[src/rtl/puzzle_pkg.sv]
// Shared types and board-layout helpers for the sliding-tile puzzle engine.
package puzzle_pkg;

  typedef enum logic [1:0] {SOLVED = 2'd0, SCAN = 2'd1, PLAY = 2'd2, ERR = 2'd3} state_e;
  typedef enum logic [1:0] {DIR_L = 2'd0, DIR_R = 2'd1, DIR_U = 2'd2, DIR_D = 2'd3} dir_e;

  // Widest board the layout helper can build; callers slice to their own width.
  localparam int MAX_BW = 1024;

  function automatic int cell_lsb(int r, int c, int cols, int n, int tw);
    return (n - 1 - (r * cols + c)) * tw;
  endfunction

  function automatic logic [MAX_BW-1:0] solved_board(int rows, int cols, int tw);
    logic [MAX_BW-1:0] b;
    int n;
    b = '0;
    n = rows * cols;
    for (int i = 0; i < n - 1; i++)
      b = b | (MAX_BW'(i + 1) << cell_lsb(0, i, n, n, tw));
    return b;
  endfunction

endpackage

[src/rtl/btn_edge.sv]
// Rising-edge detector for the four move buttons.
module btn_edge (
  input  logic       clk,
  input  logic       rst_n,
  input  logic [3:0] btn,
  output logic [3:0] rise
);

  logic [3:0] btn_q;

  always_ff @(posedge clk or negedge rst_n) begin
    if (!rst_n) btn_q <= '0;
    else        btn_q <= btn;
  end

  assign rise = btn & ~btn_q;

endmodule

[src/rtl/slide_puzzle_engine.sv]
// Sliding-tile puzzle core: board load + blank scan, edge-triggered moves, solved detection.
//   state  | meaning
//   SOLVED | board in solved layout, buttons ignored
//   SCAN   | walking cells of a freshly loaded board to find the blank
//   PLAY   | accepting one move per button press
//   ERR    | loaded board did not contain exactly one blank
module slide_puzzle_engine
  import puzzle_pkg::*;
#(
  parameter int ROWS = 3,
  parameter int COLS = 3,
  parameter int TW   = 4,
  parameter int MCW  = 10
) (
  input  logic                      clk,
  input  logic                      rst_n,
  input  logic                      load,
  input  logic [ROWS*COLS*TW-1:0]   load_board,
  input  logic                      btn_l,
  input  logic                      btn_r,
  input  logic                      btn_u,
  input  logic                      btn_d,
  output logic [ROWS*COLS*TW-1:0]   board,
  output logic [$clog2(ROWS)-1:0]   blank_row,
  output logic [$clog2(COLS)-1:0]   blank_col,
  output logic [MCW-1:0]            move_cnt,
  output logic                      move_ok,
  output logic                      move_rej,
  output logic                      ready,
  output logic                      solved,
  output logic                      error
);

  localparam int N  = ROWS * COLS;
  localparam int BW = N * TW;
  localparam int RW = $clog2(ROWS);
  localparam int CW = $clog2(COLS);
  localparam int IW = $clog2(BW);

  localparam logic [1:0] ST_SOLVED = SOLVED;
  localparam logic [1:0] ST_SCAN   = SCAN;
  localparam logic [1:0] ST_PLAY   = PLAY;
  localparam logic [1:0] ST_ERR    = ERR;

  localparam logic [MAX_BW-1:0] SOLVED_FULL  = solved_board(ROWS, COLS, TW);
  localparam logic [BW-1:0]     SOLVED_BOARD = SOLVED_FULL[BW-1:0];

  logic [1:0]    state;
  logic [3:0]    rise;
  logic [RW-1:0] scan_row;
  logic [CW-1:0] scan_col;
  logic [1:0]    zero_cnt;
  logic [IW-1:0] scan_lsb;
  logic          scan_zero;
  logic          scan_last;
  logic          one_blank;

  logic          mv_legal;
  logic [RW-1:0] tgt_row;
  logic [CW-1:0] tgt_col;
  logic [IW-1:0] blank_lsb;
  logic [IW-1:0] tgt_lsb;
  logic [BW-1:0] moved_board;

  btn_edge u_btn_edge (
    .clk   (clk),
    .rst_n (rst_n),
    .btn   ({btn_d, btn_u, btn_r, btn_l}),
    .rise  (rise)
  );

  assign scan_lsb  = IW'(cell_lsb(int'(scan_row), int'(scan_col), COLS, N, TW));
  assign scan_zero = (board[scan_lsb +: TW] == '0);
  assign scan_last = (scan_row == RW'(ROWS - 1)) && (scan_col == CW'(COLS - 1));
  // zero_cnt saturates at 2, so "exactly one" is decided from the count so far plus this cell.
  assign one_blank = scan_zero ? (zero_cnt == 2'd0) : (zero_cnt == 2'd1);

  always_comb begin
    int br, bc, tr, tc;
    br = int'(blank_row);
    bc = int'(blank_col);
    tr = br;
    tc = bc;
    if ($onehot(rise)) begin
      if (rise[DIR_L] && bc > 0)             tc = bc - 1;
      else if (rise[DIR_R] && bc < COLS - 1) tc = bc + 1;
      else if (rise[DIR_U] && br > 0)        tr = br - 1;
      else if (rise[DIR_D] && br < ROWS - 1) tr = br + 1;
    end
    mv_legal  = (tr != br) || (tc != bc);
    tgt_row   = RW'(tr);
    tgt_col   = CW'(tc);
    blank_lsb = IW'(cell_lsb(br, bc, COLS, N, TW));
    tgt_lsb   = IW'(cell_lsb(tr, tc, COLS, N, TW));
    moved_board = board;
    moved_board[blank_lsb +: TW] = board[tgt_lsb +: TW];
    moved_board[tgt_lsb +: TW]   = '0;
  end

  always_ff @(posedge clk or negedge rst_n) begin
    if (!rst_n) begin
      state     <= ST_SOLVED;
      board     <= SOLVED_BOARD;
      blank_row <= RW'(ROWS - 1);
      blank_col <= CW'(COLS - 1);
      move_cnt  <= '0;
      move_ok   <= 1'b0;
      move_rej  <= 1'b0;
      scan_row  <= '0;
      scan_col  <= '0;
      zero_cnt  <= '0;
    end else begin
      move_ok  <= 1'b0;
      move_rej <= 1'b0;
      if (load) begin
        board    <= load_board;
        state    <= ST_SCAN;
        scan_row <= '0;
        scan_col <= '0;
        zero_cnt <= '0;
        move_cnt <= '0;
      end else begin
        case (state)
          ST_SCAN: begin
            if (scan_zero) begin
              blank_row <= scan_row;
              blank_col <= scan_col;
              if (zero_cnt != 2'd2) zero_cnt <= zero_cnt + 2'd1;
            end
            if (scan_last) begin
              if (!one_blank)                  state <= ST_ERR;
              else if (board == SOLVED_BOARD)  state <= ST_SOLVED;
              else                             state <= ST_PLAY;
            end else if (scan_col == CW'(COLS - 1)) begin
              scan_col <= '0;
              scan_row <= scan_row + 1'b1;
            end else begin
              scan_col <= scan_col + 1'b1;
            end
          end
          ST_PLAY: begin
            // The solved check looks at the board registered by the previous move.
            if (board == SOLVED_BOARD) begin
              state <= ST_SOLVED;
            end else if (|rise) begin
              if (mv_legal) begin
                board     <= moved_board;
                blank_row <= tgt_row;
                blank_col <= tgt_col;
                move_ok   <= 1'b1;
                if (move_cnt != '1) move_cnt <= move_cnt + 1'b1;
              end else begin
                move_rej <= 1'b1;
              end
            end
          end
          default: ;
        endcase
      end
    end
  end

  assign ready  = (state == ST_PLAY);
  assign solved = (state == ST_SOLVED);
  assign error  = (state == ST_ERR);

endmodule

[config.mk]
export PLATFORM = sky130hd
export DESIGN_NAME = slide_puzzle_engine
export DESIGN_NICKNAME = d
export VERILOG_FILES = /design/src/rtl/puzzle_pkg.sv /design/src/rtl/btn_edge.sv /design/src/rtl/slide_puzzle_engine.sv
export SDC_FILE = /design/constraint.sdc
export NUM_CORES = 1
export LEC_CHECK = 0
export BUFFER_PORTS_ARGS = -buffer_cell sky130_fd_sc_hd__buf_2
export CORE_UTILIZATION = 40
export DETAILED_ROUTE_END_ITERATION = 10
export RECOVER_POWER = 50
export SYNTH_ARGS = -nofsm -noshare
export SYNTH_HDL_FRONTEND = slang
export SYNTH_SLANG_ARGS = --single-unit
[constraint.sdc]
create_clock -name clk -period 7.2 [get_ports clk]
set_clock_uncertainty 0.05 [all_clocks]
set_input_delay 0.72 -clock clk [delete_from_list [all_inputs] [get_ports clk]]
set_output_delay 0.72 -clock clk [all_outputs]
set_load 0.01 [all_outputs]
==> results of run 1 <==
[per-layer routing]
metal / up-vias / global-route usage / wire length [microns]
li1: 2088 / - / -
met1: 2132 / 0.311 / 6330
met2: 150 / 0.346 / 6290
met3: 26 / 0.0409 / 744
met4: 0 / 0.0772 / 270
met5: - / 0 / 0
[registers in the layout, summed over array words and instances (netlist names)]
signal	flops
board	36
move_cnt	10
u_btn_edge.btn_q	4
blank_col	2
blank_row	2
scan_col	2
scan_row	2
state	2
zero_cnt	2
move_ok	1
move_rej	1
[logic make-up (layout without fill, tap and decap cells)]
logic type                 count (synthesis)  count (layout)  share of synthesized area
DFF                                       64              64                      0.325
xor gates and xnor gates                  17              17                     0.0329
and+or+nand+nor                          188             188                      0.200
buffers and inverters                     63             162                     0.0513
muxes                                     47              47                      0.121
AOI/OAI and AO/OA                        107             107                      0.156
adders and majority gates                 43              43                      0.114
[final timing paths]
path	startpoint	end	slack [ps]	cells past startpoint
worst min-delay path	btn_u	u_btn_edge.btn_q[2]	470	1
worst min register to register	board[18]	board[18]	480	1
max in group asynchronous	rst_n	board[34]	3510	2
min in group asynchronous	rst_n	u_btn_edge.btn_q[1]	1600	2
worst max register to register	u_btn_edge.btn_q[0]	board[11]	770	23
worst max-delay path	btn_l	board[11]	740	24
[area by class of cell]
class	count	share of cell area
Clock buffer	13	0.0443
Clock inverter	3	0.00724
Inverter	47	0.0300
Multi-Input combinational cell	402	0.528
Sequential cell	64	0.276
Tap cell	168	0.0358
Timing Repair Buffer	99	0.0786
[metrics by stage]
| step | hold slack (ps) | instance area (sq um) |
|---|---|---|
| after floorplan | 374 | 4980 |
| after global placement | 467 | 5610 |
| after detailed placement | 476 | 5610 |
| after CTS | 452 | 5910 |
| after global routing | 472 | 5870 |
| final | 468 | 5870 |
[worst max-delay path, cell delays in order]
cell,delay [ps]
sky130_fd_sc_hd__clkbuf_1,130
sky130_fd_sc_hd__nand2b_1,120
sky130_fd_sc_hd__fa_1,540
sky130_fd_sc_hd__inv_1,40
sky130_fd_sc_hd__ha_1,190
sky130_fd_sc_hd__ha_1,290
sky130_fd_sc_hd__nor2_1,110
sky130_fd_sc_hd__nand2_1,90
sky130_fd_sc_hd__nor3_1,440
sky130_fd_sc_hd__nand2_1,90
sky130_fd_sc_hd__a22oi_1,280
sky130_fd_sc_hd__inv_1,80
sky130_fd_sc_hd__ha_1,290
sky130_fd_sc_hd__ha_1,270
sky130_fd_sc_hd__inv_1,50
sky130_fd_sc_hd__fa_1,470
sky130_fd_sc_hd__ha_1,490
sky130_fd_sc_hd__nor3b_2,380
sky130_fd_sc_hd__nor2b_1,270
sky130_fd_sc_hd__nand2_1,80
sky130_fd_sc_hd__mux2i_1,340
sky130_fd_sc_hd__a211oi_1,100
sky130_fd_sc_hd__nor2_1,410
sky130_fd_sc_hd__mux2_1,360
[placed cells by master (no fill, tap or decap), types with 3 or more instances in the layout]
master / instances
sky130_fd_sc_hd__xor2_1: 5
sky130_fd_sc_hd__nand4_1: 4
sky130_fd_sc_hd__nor2_1: 40
sky130_fd_sc_hd__o211ai_1: 11
sky130_fd_sc_hd__a21oi_1: 16
sky130_fd_sc_hd__a22oi_1: 8
sky130_fd_sc_hd__o21bai_1: 4
sky130_fd_sc_hd__nor2b_1: 8
sky130_fd_sc_hd__and2_1: 3
sky130_fd_sc_hd__clkbuf_1: 29
sky130_fd_sc_hd__dfrtp_1: 49
sky130_fd_sc_hd__o21ai_0: 11
sky130_fd_sc_hd__xnor2_1: 11
sky130_fd_sc_hd__o41ai_1: 6
sky130_fd_sc_hd__dfstp_2: 15
sky130_fd_sc_hd__nand3b_1: 5
sky130_fd_sc_hd__mux2_1: 17
sky130_fd_sc_hd__nand2_1: 58
sky130_fd_sc_hd__nor3b_1: 6
sky130_fd_sc_hd__or3_1: 7
sky130_fd_sc_hd__mux2_2: 9
sky130_fd_sc_hd__a211oi_1: 8
sky130_fd_sc_hd__or4b_1: 3
sky130_fd_sc_hd__nor3_1: 11
sky130_fd_sc_hd__mux4_2: 8
sky130_fd_sc_hd__or4_1: 4
sky130_fd_sc_hd__a2bb2oi_1: 5
sky130_fd_sc_hd__nand2b_1: 15
sky130_fd_sc_hd__mux2i_1: 13
sky130_fd_sc_hd__fa_1: 4
sky130_fd_sc_hd__o21ai_1: 13
sky130_fd_sc_hd__ha_1: 39
sky130_fd_sc_hd__nand3_1: 7
sky130_fd_sc_hd__inv_1: 47
sky130_fd_sc_hd__nor4_1: 4
sky130_fd_sc_hd__buf_2: 72
sky130_fd_sc_hd__clkbuf_16: 9
sky130_fd_sc_hd__a21o_1: 4
sky130_fd_sc_hd__a2111oi_2: 3
==> flow_metrics.tcl, run 1 <==
set metrics [dict create \
    ys_async_sr_fraction 1.00 \
    max_cap_check_violation_count 2 \
    final-setup-viol-count 0 \
    die-area_sq_mm 0.0129 \
    status "finished, violations left" \
    crit_path_max_fanout 11 \
    synthesis.area_sq_mm 0.00498 \
    num_vias 4396 \
    min_period_over_period 0.897 \
    routedWlPerCell_microns 17.1 \
    initial_antenna_violation_count 0 \
    drc 0 \
    root_buffer "sky130_fd_sc_hd__clkbuf_16" \
    boundaryPins 98 \
    failed_checks "capacitance limit, slew limit" \
    final.setup.worst_slack_ps 739 \
    synthMostInstantiatedCell "sky130_fd_sc_hd__nand2_1" \
    filler_cell_count 1178 \
    clock_input_transition_at_the_sequential_cells_of_the_worst_setup_and_hold_paths_ps 50 \
    period_minus_slack_ps 6460 \
    fraction_of_the_core_area_covered_by_cells_at_the_end_of_the_flow 0.487 \
    yosys-top-cells-count "sky130_fd_sc_hd__nand2_1 (58), sky130_fd_sc_hd__dfrtp_1 (49), sky130_fd_sc_hd__inv_1 (47)" \
    grtUsageTotal 0.223 \
    maximum_buffer_depth_of_the_clock_tree 2 \
    cts_tree "yes" \
    route.detailed.vias_per_inst 5.52 \
    avgSynthCellArea_sq_um 9.41 \
    detailed_routing_iteration_count_for_the_pre_antenna_repair_pass 4 \
    layoutNonFillerInstCount 796 \
    multi_input_comb_area_sq_mm 0.00310 \
    finalHoldViolCount 0 \
    timing.critical_path.required_ps 7360 \
    clock_sinks 64 \
    register_area_sq_mm 0.00162 \
    design.final.nets 709 \
    place_ws_ps 601 \
    route.antenna.remaining_nets 0 \
    core.rowCount 40 \
    largest_net_degree_at_the_start_of_global_routing 76 \
    rsz0062_at_grt "false" \
    detail_route.iter0.violations 244 \
    synth_enable_flop_cells 0 \
    synth_largest_type_area_fraction 0.246 \
    clock_tree.htree_level_count 3 \
    arrival_ps 6620 \
    globalplace.congestion 0.921 \
    timing.critical_path.from_type "input pin" \
    synth_seq_cells 64 \
    mappedNetlistNets 615 \
    critical_setup_path_class "input pin to flop" \
    dieWidth_microns 114 \
    fp.coreArea_sq_mm 0.0121 \
    antennaDiodeCount 0 \
    worst_skew_pair.late_latency_ps 340 \
    max_slew_margin -1.31 \
    final-max-slew-violation-count 141 \
    netlist.top_cell.by_area "sky130_fd_sc_hd__dfrtp_1" \
    grt_pass1_vias 4320 \
    synth_cell_type_count 66 \
    initial_core_util 0.413 \
    synth_flop_cell "sky130_fd_sc_hd__dfrtp_1" \
    post_synth_inst_count 529 \
    die_height_microns 114 \
    cts_hold_repair.buffers 0 \
    max_freq_mhz 155 \
    numCtsBuffers 9 \
    place_inst 780 \
    dpl.hpwl_microns 10300 \
    setup_total_negative_slack_ps 0 \
    layout-drive-gt1-share 0.210 \
    grt_pass1_wl_microns 22200 \
    holdCritPathClass "input pin to flop" \
    synth_seq_area_share 0.325 \
    post-cts-setup-buffers 0 \
    worst_setup_path_end_kind "flop" \
    flow.area_growth_from_synthesis_pct 18.0 \
    grt_overflow 0 \
    cts_resizes 0 \
    synth.area.top_cells "sky130_fd_sc_hd__dfrtp_1 (25%), sky130_fd_sc_hd__ha_1 (9.8%), sky130_fd_sc_hd__dfstp_2 (7.9%)" \
    postRouteWirelength_microns 13600 \
    tightest_slew_ps 3470 \
    synthesis.yosys.warnings 0 \
    place.port_buffers 97 \
]
Power of run 1 is left out: the tool's default activity adds up to more than one toggle a clock period on the data nets, which glitch-free logic cannot reach.
==> run 2: changes to the inputs <==
- CELL_PAD_IN_SITES_DETAIL_PLACEMENT: not set -> 2
- CELL_PAD_IN_SITES_GLOBAL_PLACEMENT: not set -> 2
- CORE_UTILIZATION: 40 -> 34
- PLACE_DENSITY_LB_ADDON: not set -> 0.1
==> flow_metrics.tcl, run 2 (same netlist as run 1, synthesis figures left out) <==
set metrics [dict create \
    timing.critical_path.from_type "flop" \
    critPathMostFrequentCell "sky130_fd_sc_hd__ha_1" \
    max_cap_check_violation_count 1 \
    arrival_ps 6730 \
    grtUsageTotal 0.243 \
    boundaryPins 98 \
    clock_tree.htree_level_count 3 \
    die_height_microns 123 \
    flow.area_growth_from_synthesis_pct 18.1 \
    clock_sinks 64 \
    final-setup-viol-count 0 \
    root_buffer "sky130_fd_sc_hd__clkbuf_16" \
    most_common_library_cell_in_the_layout_ignoring_fill_and_taps "sky130_fd_sc_hd__buf_2" \
    rsz0062_at_grt "false" \
    detail_route.iter0.violations 174 \
    status "finished, violations left" \
    detailed_routing_iteration_count_for_the_pre_antenna_repair_pass 4 \
    drc 0 \
    cts_hold_repair.buffers 0 \
    failed_checks "capacitance limit, slew limit" \
    dieWidth_microns 123 \
    holdCritPathClass "input pin to flop" \
    reg_top3 "board: 36 flops, move_cnt: 10 flops, u_btn_edge.btn_q: 4 flops" \
    maximum_buffer_depth_of_the_clock_tree 2 \
    dpl.hpwl_microns 13200 \
    antennaDiodeCount 0 \
    critPathSlowestCell "sky130_fd_sc_hd__fa_1" \
    route.detailed.vias_per_inst 5.55 \
    design.final.nets 709 \
    die-area_sq_mm 0.0151 \
    num_vias 4482 \
    initial_core_util 0.353 \
    max_freq_mhz 152 \
    grt_overflow 0 \
    final-max-slew-violation-count 65 \
    layout-drive-gt1-share 0.210 \
    min_period_over_period 0.911 \
    numCtsBuffers 9 \
    routedWlPerCell_microns 21.2 \
    place.port_buffers 97 \
    cts_resizes 0 \
    core.rowCount 43 \
    clock_input_transition_at_the_sequential_cells_of_the_worst_setup_and_hold_paths_ps 50 \
    post-cts-setup-buffers 0 \
    cells_along_the_critical_path "nand2b_1 > fa_1 > inv_1 > ha_1 > ha_1 > nor2_1 > nand2_1 > nor3_1 > nand2_1 > a22oi_1 > inv_1 > ha_1 > ha_1 > inv_1 > fa_1 > ha_1 > nor3b_2 > nor2b_1 > nand2_1 > mux2i_1 > a211oi_1 > nor2_1 > mux2_1" \
    grt_pass1_wl_microns 27300 \
    grt_pass1_vias 4864 \
    crit_path_max_fanout 11 \
    period_minus_slack_ps 6560 \
    setup_total_negative_slack_ps 0 \
    top_register "board" \
    initial_antenna_violation_count 0 \
    worst_setup_path_end_kind "flop" \
    largest_register_ff_count 36 \
    globalplace.congestion 0.819 \
    tightest_slew_ps 3740 \
    largest_net_degree_at_the_start_of_global_routing 65 \
    finalHoldViolCount 0 \
    cts_tree "yes" \
    fp.coreArea_sq_mm 0.0141 \
    most-common-layout-cells "sky130_fd_sc_hd__buf_2 (71), sky130_fd_sc_hd__nand2_1 (58), sky130_fd_sc_hd__dfrtp_1 (49), sky130_fd_sc_hd__inv_1 (47), sky130_fd_sc_hd__nor2_1 (40)" \
    critical_setup_path_class "flop to flop" \
    route.antenna.remaining_nets 0 \
    max_slew_margin -1.49 \
    postRouteWirelength_microns 17200 \
    timing.critical_path.required_ps 7370 \
    crit_path_max_incr_delay_ps 550 \
    worst_skew_pair.late_latency_ps 350 \
]
[run 2: cell types whose count changed in the layout (fill, tap and decap cells not counted), sizes merged]
cell	previous run	this run
clkbuf	40	39
clkinv	1	3
clkinvlp	1	0
[run 2: layer usage]
layer | part of all wire | up-vias | wire length [microns] | track usage
met5 | 0 | - | 0 | 0
met4 | 0.024 | 0 | 412 | 0.0949
met3 | 0.044 | 23 | 763 | 0.0383
met2 | 0.48 | 100 | 8170 | 0.399
met1 | 0.46 | 2265 | 7830 | 0.320
li1 | - | 2094 | - | -
[run 2: area by class of cell]
class / count / area (sq um)
fillers: 1612 / 8220
multi-input cells: 402 / 3100
flip-flops and latches: 64 / 1620
repair buffers: 99 / 464
clock buffers: 12 / 246
well taps: 180 / 225
inverters: 47 / 176
clock inverters: 4 / 45.0
[run 2: final timing paths]
check | cells after the start | slack [ps] | end | start
setup / recovery | 23 | 640 | board[11] | u_btn_edge.btn_q[0]
min in group asynchronous | 2 | 1720 | u_btn_edge.btn_q[1] | rst_n
max in group asynchronous | 2 | 3290 | board[3] | rst_n
hold / removal | 1 | 470 | u_btn_edge.btn_q[3] | btn_d
hold reg to reg | 1 | 490 | board[18] | board[18]
setup reg to reg | 23 | 640 | board[11] | u_btn_edge.btn_q[0]
[run 2: metrics by stage]
stage	util	cell area (sq um)	instances	hold slack (ps)	setup WS, ps
2_1_floorplan	-	4980	529	374	1140
3_3_place_gp	0.399	5630	792	474	730
3_5_place_dp	0.399	5630	792	485	321
4_1_cts	0.420	5920	808	449	600
5_1_grt	0.417	5880	808	467	41.3
6_report	0.417	5880	808	467	640
[run 2: critical path, delay by kind of cell, from the launching register on]
family          cells  cell delay (ps)
buf+inv             3              190
compound gates      2              400
fa+ha+maj           7             2610
simple gates        9             2030
mux                 2              770
flops               1              400
Power of run 2 is left out for the same reason.
